File: src/rtl/mem_access_ctrl.sv
// Memory-stage load/store controller: builds an aligned 8-byte bus request,
// runs the valid/data_ok handshake and returns extended load data.
module mem_access_ctrl (
  input  logic        clk,
  input  logic        reset,
  input  logic        mem_valid,
  input  logic [3:0]  mem_mode,
  input  logic [63:0] mem_addr,
  input  logic [63:0] mem_wdata,
  output logic        mem_done,
  output logic [63:0] mem_rdata,
  output logic        mem_misalign,
  output logic        stall,
  output logic        dreq_valid,
  output logic [63:0] dreq_addr,
  output logic [2:0]  dreq_size,
  output logic [7:0]  dreq_strobe,
  output logic [63:0] dreq_data,
  input  logic        dresp_addr_ok,
  input  logic        dresp_data_ok,
  input  logic [63:0] dresp_data
);

  localparam logic [2:0] MSIZE8 = 3'b011;

  typedef enum logic [1:0] {IDLE, BUSY, DONE} state_t;

  state_t      state_reg;
  logic [3:0]  mode_reg;
  logic [2:0]  off_reg;

  logic        is_store;
  logic        is_mem;
  logic        misalign;
  logic [7:0]  strobe_base;
  logic [63:0] width_mask;
  logic [7:0]  strobe_next;
  logic [63:0] data_next;
  logic [63:0] shifted;
  logic [63:0] load_value;

  // The address handshake does not change the request; only data_ok retires it.
  logic unused_addr_ok;
  assign unused_addr_ok = dresp_addr_ok;

  assign is_store = mem_mode[3];
  assign is_mem   = (~mem_mode[3] & (mem_mode[2:0] != 3'b111)) | (mem_mode[3] & ~mem_mode[2]);

  always_comb begin
    strobe_base = 8'h01;
    width_mask  = 64'h0000_0000_0000_00FF;
    misalign    = 1'b0;
    case (mem_mode[1:0])
      2'b00: begin
        strobe_base = 8'h01;
        width_mask  = 64'h0000_0000_0000_00FF;
        misalign    = 1'b0;
      end
      2'b01: begin
        strobe_base = 8'h03;
        width_mask  = 64'h0000_0000_0000_FFFF;
        misalign    = mem_addr[0];
      end
      2'b10: begin
        strobe_base = 8'h0F;
        width_mask  = 64'h0000_0000_FFFF_FFFF;
        misalign    = |mem_addr[1:0];
      end
      default: begin
        strobe_base = 8'hFF;
        width_mask  = 64'hFFFF_FFFF_FFFF_FFFF;
        misalign    = |mem_addr[2:0];
      end
    endcase
  end

  assign strobe_next = is_store ? (strobe_base << mem_addr[2:0]) : 8'h00;
  assign data_next   = is_store ? ((mem_wdata & width_mask) << {mem_addr[2:0], 3'b000}) : 64'h0;

  // Load field lives at byte lane off_reg of the aligned response word.
  assign shifted = dresp_data >> {off_reg, 3'b000};

  always_comb begin
    load_value = 64'h0;
    case (mode_reg)
      4'b0000: load_value = {{56{shifted[7]}},  shifted[7:0]};
      4'b0001: load_value = {{48{shifted[15]}}, shifted[15:0]};
      4'b0010: load_value = {{32{shifted[31]}}, shifted[31:0]};
      4'b0011: load_value = shifted;
      4'b0100: load_value = {56'h0, shifted[7:0]};
      4'b0101: load_value = {48'h0, shifted[15:0]};
      4'b0110: load_value = {32'h0, shifted[31:0]};
      default: load_value = 64'h0;
    endcase
  end

  assign stall = mem_valid & ~mem_done;

  always_ff @(posedge clk) begin
    if (reset) begin
      state_reg    <= IDLE;
      mode_reg     <= 4'h0;
      off_reg      <= 3'h0;
      mem_done     <= 1'b0;
      mem_misalign <= 1'b0;
      mem_rdata    <= 64'h0;
      dreq_valid   <= 1'b0;
      dreq_addr    <= 64'h0;
      dreq_size    <= MSIZE8;
      dreq_strobe  <= 8'h00;
      dreq_data    <= 64'h0;
    end else begin
      case (state_reg)
        IDLE: begin
          mem_done     <= 1'b0;
          mem_misalign <= 1'b0;
          if (mem_valid) begin
            if (!is_mem || misalign) begin
              state_reg    <= DONE;
              mem_done     <= 1'b1;
              mem_misalign <= is_mem & misalign;
              mem_rdata    <= 64'h0;
            end else begin
              state_reg   <= BUSY;
              mode_reg    <= mem_mode;
              off_reg     <= mem_addr[2:0];
              dreq_valid  <= 1'b1;
              dreq_addr   <= {mem_addr[63:3], 3'b000};
              dreq_strobe <= strobe_next;
              dreq_data   <= data_next;
            end
          end
        end
        BUSY: begin
          if (dresp_data_ok) begin
            state_reg   <= DONE;
            mem_done    <= 1'b1;
            mem_rdata   <= load_value;
            dreq_valid  <= 1'b0;
            dreq_addr   <= 64'h0;
            dreq_strobe <= 8'h00;
            dreq_data   <= 64'h0;
          end
        end
        default: begin
          // DONE lasts one cycle regardless of mem_valid so the held access is not reissued.
          state_reg    <= IDLE;
          mem_done     <= 1'b0;
          mem_misalign <= 1'b0;
          mem_rdata    <= 64'h0;
        end
      endcase
    end
  end

endmodule

File: config.mk
export PLATFORM = sky130hd
export DESIGN_NAME = mem_access_ctrl
export DESIGN_NICKNAME = d
export VERILOG_FILES = /design/src/rtl/mem_access_ctrl.sv
export SDC_FILE = /design/constraint.sdc
export NUM_CORES = 1
export LEC_CHECK = 0
export BUFFER_PORTS_ARGS = -buffer_cell sky130_fd_sc_hd__buf_2
export CAP_MARGIN = 20
export CELL_PAD_IN_SITES_DETAIL_PLACEMENT = 1
export CELL_PAD_IN_SITES_GLOBAL_PLACEMENT = 2
export CORE_MARGIN = 2
export CORE_UTILIZATION = 29
export CTS_CLUSTER_DIAMETER = 60
export CTS_CLUSTER_SIZE = 12
export DETAILED_ROUTE_END_ITERATION = 10
export GPL_TIMING_DRIVEN = 1
export MAX_ROUTING_LAYER = met4
export PLACE_DENSITY = 0.91
export REMOVE_ABC_BUFFERS = 1
export SYNTH_ARGS = -nofsm -noshare
export SYNTH_HDL_FRONTEND = slang
export SYNTH_SLANG_ARGS = --single-unit
export TNS_END_PERCENT = 5
File: constraint.sdc
create_clock -name clk -period 2.75 [get_ports clk]
set_input_delay 0.275 -clock clk [delete_from_list [all_inputs] [get_ports clk]]
set_output_delay 0.275 -clock clk [all_outputs]
set_load 0.005 [all_outputs]
# Word-level counts from Yosys, hierarchy flattened
# Cells that the tools add are included.
# word_totals
regBits,212
inputBits,201
# classes
eq_ne,14
shifts,3
n_mux,36
bitwise_logic,10
n_reduce_logical,12
# ops
operator,n
64-bit two-way mux,9
64-bit case mux with 7 select lines,1
64-bit case mux with 2 select lines,3
64-bit case mux with 3 select lines,1
64-bit bitwise AND,1
64-bit by 6-bit left shift with 64-bit output,1
64-bit by 6-bit right shift with 64-bit output,1
8-bit two-way mux,4
8-bit case mux with 3 select lines,1
8-bit case mux with 2 select lines,1
"4-bit by 3-bit == test with 1-bit output, second input constant",3
"4-bit by 2-bit == test with 1-bit output, second input constant",2
1-bit two-way mux,8
"2-bit != test, second input constant",4
8-bit by 3-bit left shift with 8-bit output,1
2-bit two-way mux,3
1-bit case mux with 2 select lines,3
3-bit AND reduction,2
1-bit bitwise AND,4
"2-bit by 1-bit == test with 1-bit output, second input constant",2
"4-bit by 1-bit == test with 1-bit output, second input constant",1
2-bit logical NOT,2
4-bit logical NOT,1
1-bit inverter,4
12 further kinds,12

# Longest topological paths before layout
# logic_depth
depth_word,8
mapped_depth,8

# Least setup slack after synthesis
# OpenSTA, ideal clock, no wires.
# synth_path
path_kind,reg2reg
startpoint,register off_reg[1]
endpoint,register mem_rdata[10]
t_arrival_ps,1895
path_slack_ps,733
path_stages_with_launch,7
path_cell_list,dfxtp_1 buf_2 buf_2 buf_2 mux4_2 mux2_2 a221o_1
# synth_via
elab_chain_cells,4
# synth_lines
element,line,rtl
from (decl),30,logic [2:0] off_reg;
from (signal assigned),126,off_reg <= mem_addr[2:0];
64-bit by 6-bit right shift with 64-bit output,81,"assign shifted = dresp_data >> {off_reg, 3'b000};"
64-bit case mux with 7 select lines,85,case (mode_reg)
64-bit two-way mux,135,if (dresp_data_ok) begin
64-bit case mux with 2 select lines,113,case (state_reg)
to (signal assigned),138,mem_rdata <= load_value;
to (decl),11,"output logic [63:0] mem_rdata,"
# No other way between the ends. The select of a mux whose other input is x is not followed.
# A chain may end at the register's enable or synchronous reset.

# Final worst setup path
# layout_path
startpoint,register state_reg[0]
endpoint,register mem_rdata[19]
# layout_via
elab_chain_cells,3
# layout_lines
element,line,rtl
from (decl),28,state_t state_reg;
from (signal assigned),101,state_reg <= IDLE;
from (signal assigned),119,state_reg <= DONE;
from (signal assigned),124,state_reg <= BUSY;
2-bit by 1-bit == test with 1-bit output / 2-bit logical NOT (equally long branches),113,
2-bit != test (no source line),-,
3-bit AND reduction (no source line),-,
# Several ways; a longest one is shown, not always the timed one.

==> results.md <==
* FMAX at 0.4050 GHz
* Post-synthesis mux area share at 0.1661
* Buffers added on ports at 400
* Setup_tns at 0 ns
* Most common cell after layout, fill and taps aside: buf_2
* Area of the multi-input gates at 5753 um2
* Clk_skew at 0.03068 ns
* Post_cts resized at 0
* Xor/xnor share of the synthesized area at 0
* Adder-Cell Fraction of Synth Area at 0
* Total grt overflow at 0
* Worst min path class: input pin to register
* CP max stage delay at 0.50 ns
* MaxCap Viol Count at 0
* Max transition margin at 0.2589
* Bufs on Longest Clock Path at 3
* CTS tree: built
* Hold depth at 3
* Row cnt at 69
* Die area at ~37000 um2
* Largest family of logic cells by synthesized area: compound AO/OA/AOI/OAI gates
* Pre-Repair DR Iteration Count at 7
* Vias after detailed routing at roughly 11000
* Grt met1 use at 0.2799
* Mean post-synth cell area at 9.950 um2
* # DRC at 0
* Inst Count DP at about 1800
* Synthesized instance count at 1046
* Final hold violations at 0
* Max-slew violations at 0
* Final setup vio count at 0
* Yosys synthesis warning count at 0
* Synth Area in Simple Gates at 0.1167
* Tmin final at between 2 and 2.5 ns
* Placed Instance Area at between 10000 and 15000 um2
* Met2 Usage GRT at 0.4229
* Outcome: complete, no violations
* Skew-Pair Late Insertion Delay at about 0.56 ns
* Initial antenna violation count at 7
* Fin crit share at 0.8978
* Hold Crit Endpoint: mode_reg[2]
* Synth Register Bits at 209
* DIE WIDTH at approximately 190 um
* Flop2flop setup slack at 0.28 ns
* Top_reg_cell synth: dfxtp_1
* Antenna-violating nets left at 0
* CP Cell Sequence: or3b_4 > or3_1 > or2_4 > a21oi_4 > a211o_1
* Most frequent cells in the layout: 400 x buf_2, 207 x dfxtp_1, 129 x a22o_1, 76 x mux2i_1, 72 x nand2_1
* CTS clock-pin slew for the worst setup and hold paths at 0.06 ns
* Worst path arrival time at around 3.0 ns
* Starting density of the core at 0.2933
* Final cell count without fillers at between 1500 and 2000
* First-pass GRT wire length at 70.46 mm
* Drt wl/cell at 23.48 um
* Largest net degree at the start of global routing at 135
* CP delay by family, top: simple AND/OR/NAND/NOR gates
* Crit path launch type: register
* Top Registers: dreq_data x64, mem_rdata x64, dreq_addr x61
* Ys async rst share at 0
* Area Growth Syn to Fin at 39.88%
* Most Used Layer, Global Route: met2
* WL final at approximately 46 mm
* Reg2Reg Depth at 5
* CP bufs+invs at 0
* Max Fanout on Critical Path at 16
* Tightest Pin Transition at 1.102 ns
* Clk sinks at 209
* Layout cells sized above 1 at 0.3722
* Cell at the root of the clock tree: clkbuf_16
* Synth Area in Compound Gates at 0.2645
* Critical path data required time at 3.24 ns
* Tot Pwr at between 8 and 9 mW
* Met3 GRT Util at 0.05526
* Number of synthesized flops with an enable pin at 0
* Crit-path slowest cell: dfxtp_1
* Fill count at 4099
* Pleak at around 6.7 nW
* First-iteration detailed-routing DRC count at 676
* Pre-CTS setup slack at about 0.3 ns
* RSZ-0062 raised after global routing: no
* CP Class: register to register
* Io pins at 408
* Pwr dens at 567.7 nW/um2
* H-tree levels at 1
* Core area at 35480 um2
* Final #Nets at 1684
* Die Y at 193.4 um
* HPWL after detailed placement at 32.12 mm
* Crit end category: register
* Post-Syn Area at 10410 um2
* Hold path startpoint: mem_mode[2]
* Final RePlAce weighted congestion at 0.9499
* RR Endpoint: mem_rdata[19]
* Post-route cell area at about 15000 um2
* Inserted Clock Buffers at 27
* Worst VDD drop at 389.4 uV
* All-Layer GR Usage at 0.2454
* Worst Setup Slack, final at 0.2811 ns
* Vias in the first global route at 11490
* Count of different cell masters after synthesis at 56
* Register area at 4189 um2
* Critical R2R Launch: state_reg[0]
* Register area share after synthesis at 0.4020
* Drt via density at 5.574
## cells in the mapped netlist, types with 3 or more instances
cell type  instances  area [um2]
mux2i_1           76       760.7
a21oi_1           35       175.2
a21boi_0           8       60.06
nand3_1           10       50.05
mux2_2            16       180.2
nor2_1            58       217.7
dfxtp_1          209        4184
and2_1             4       25.02
buf_6              3       33.78
a22o_1           129        1130
nand4_1           36       225.2
buf_2             31       155.2
nand3b_1           9       67.56
nand2_1           72       270.3
buf_1              8       30.03
buf_4              8       60.06
a211o_1           16       140.1
nor2_2             3       18.77
a31oi_1            8       50.05
clkbuf_1          57       214.0
a221o_1            7       70.07
a22oi_1           11       82.58
o21ai_0           20       100.1
nor2b_1           15       93.84
and2_0             4       25.02
and3_1             5       31.28
inv_1              6       22.52
mux4_2            35       788.3
o21a_1             9       67.56
a211oi_1          11       82.58
o22ai_1           33       206.5
o2bb2ai_1         48       420.4
nor3_1             4       20.02
a21o_1            10       75.07
or2_2              3       18.77
## per-layer routing
layer | wire length, um | share of wire
met3 | 3722 | 0.081
met4 | 1496 | 0.032
met2 | 23020 | 0.50
met5 | 0 | 0
met1 | 18000 | 0.39
## stage by stage
stage	hold slack (ns)	utilization
floorplan	0.3441	-
global placement	0.4292	0.3647
detailed placement	0.4410	0.3647
CTS	0.01982	0.4096
global route	0.03943	0.4101
finish	0.03172	0.4103
## cells by family after synthesis
kind of cell / count (synthesis)
buffers and inverters: 114
AOI/OAI and AO/OA: 354
muxes: 127
and+or+nand+nor: 240
DFF: 209
other: 2
## worst register-to-register path, cell delays in order (launching register included)
cell and delay (ns):
dfxtp_1 0.50, or3b_4 0.45, or3_1 0.45, or2_4 0.31, a21oi_4 0.49, a211o_1 0.20
## layout make-up
class                           instances  share of cell area
Clock inverter                         15             0.01495
Tap cell                              461             0.03962
Antenna cell                            9            0.001547
Multi-Input combinational cell        727              0.3952
Timing Repair Buffer                  511              0.2106
Sequential cell                       209              0.2878
Inverter                                7            0.001805
Clock buffer                           30             0.04856
## power breakdown
part | leakage [nW] | internal, mW | switching, mW | total [mW]
combinational | 4.55 | 0.604 | 0.763 | 1.37
clock | 0.455 | 2.25 | 1.47 | 3.71
sequential | 1.69 | 3.11 | 0.0734 | 3.18
## how the worst max path moves through the flow
stage                               end         start  cells after the start  slack [ns]
after global routing      mem_rdata[19]  state_reg[0]                      5        0.17
after detailed placement  mem_rdata[19]  state_reg[0]                      5        0.31
after floorplan           dreq_data[20]  state_reg[0]                      5       -3.69
after global placement    mem_rdata[24]  state_reg[0]                      5        0.34
after CTS                 mem_rdata[19]  state_reg[0]                      5        0.28
final                     mem_rdata[19]  state_reg[0]                      5        0.28
## what timing repair did
action | 4_1_cts | 5_1_grt
setup buffers | 0 | 0
endpoints found under the hold margin | 67 | 0
hold buffers | 67 | 0
Note: power is estimated with default switching activity, not from simulation.
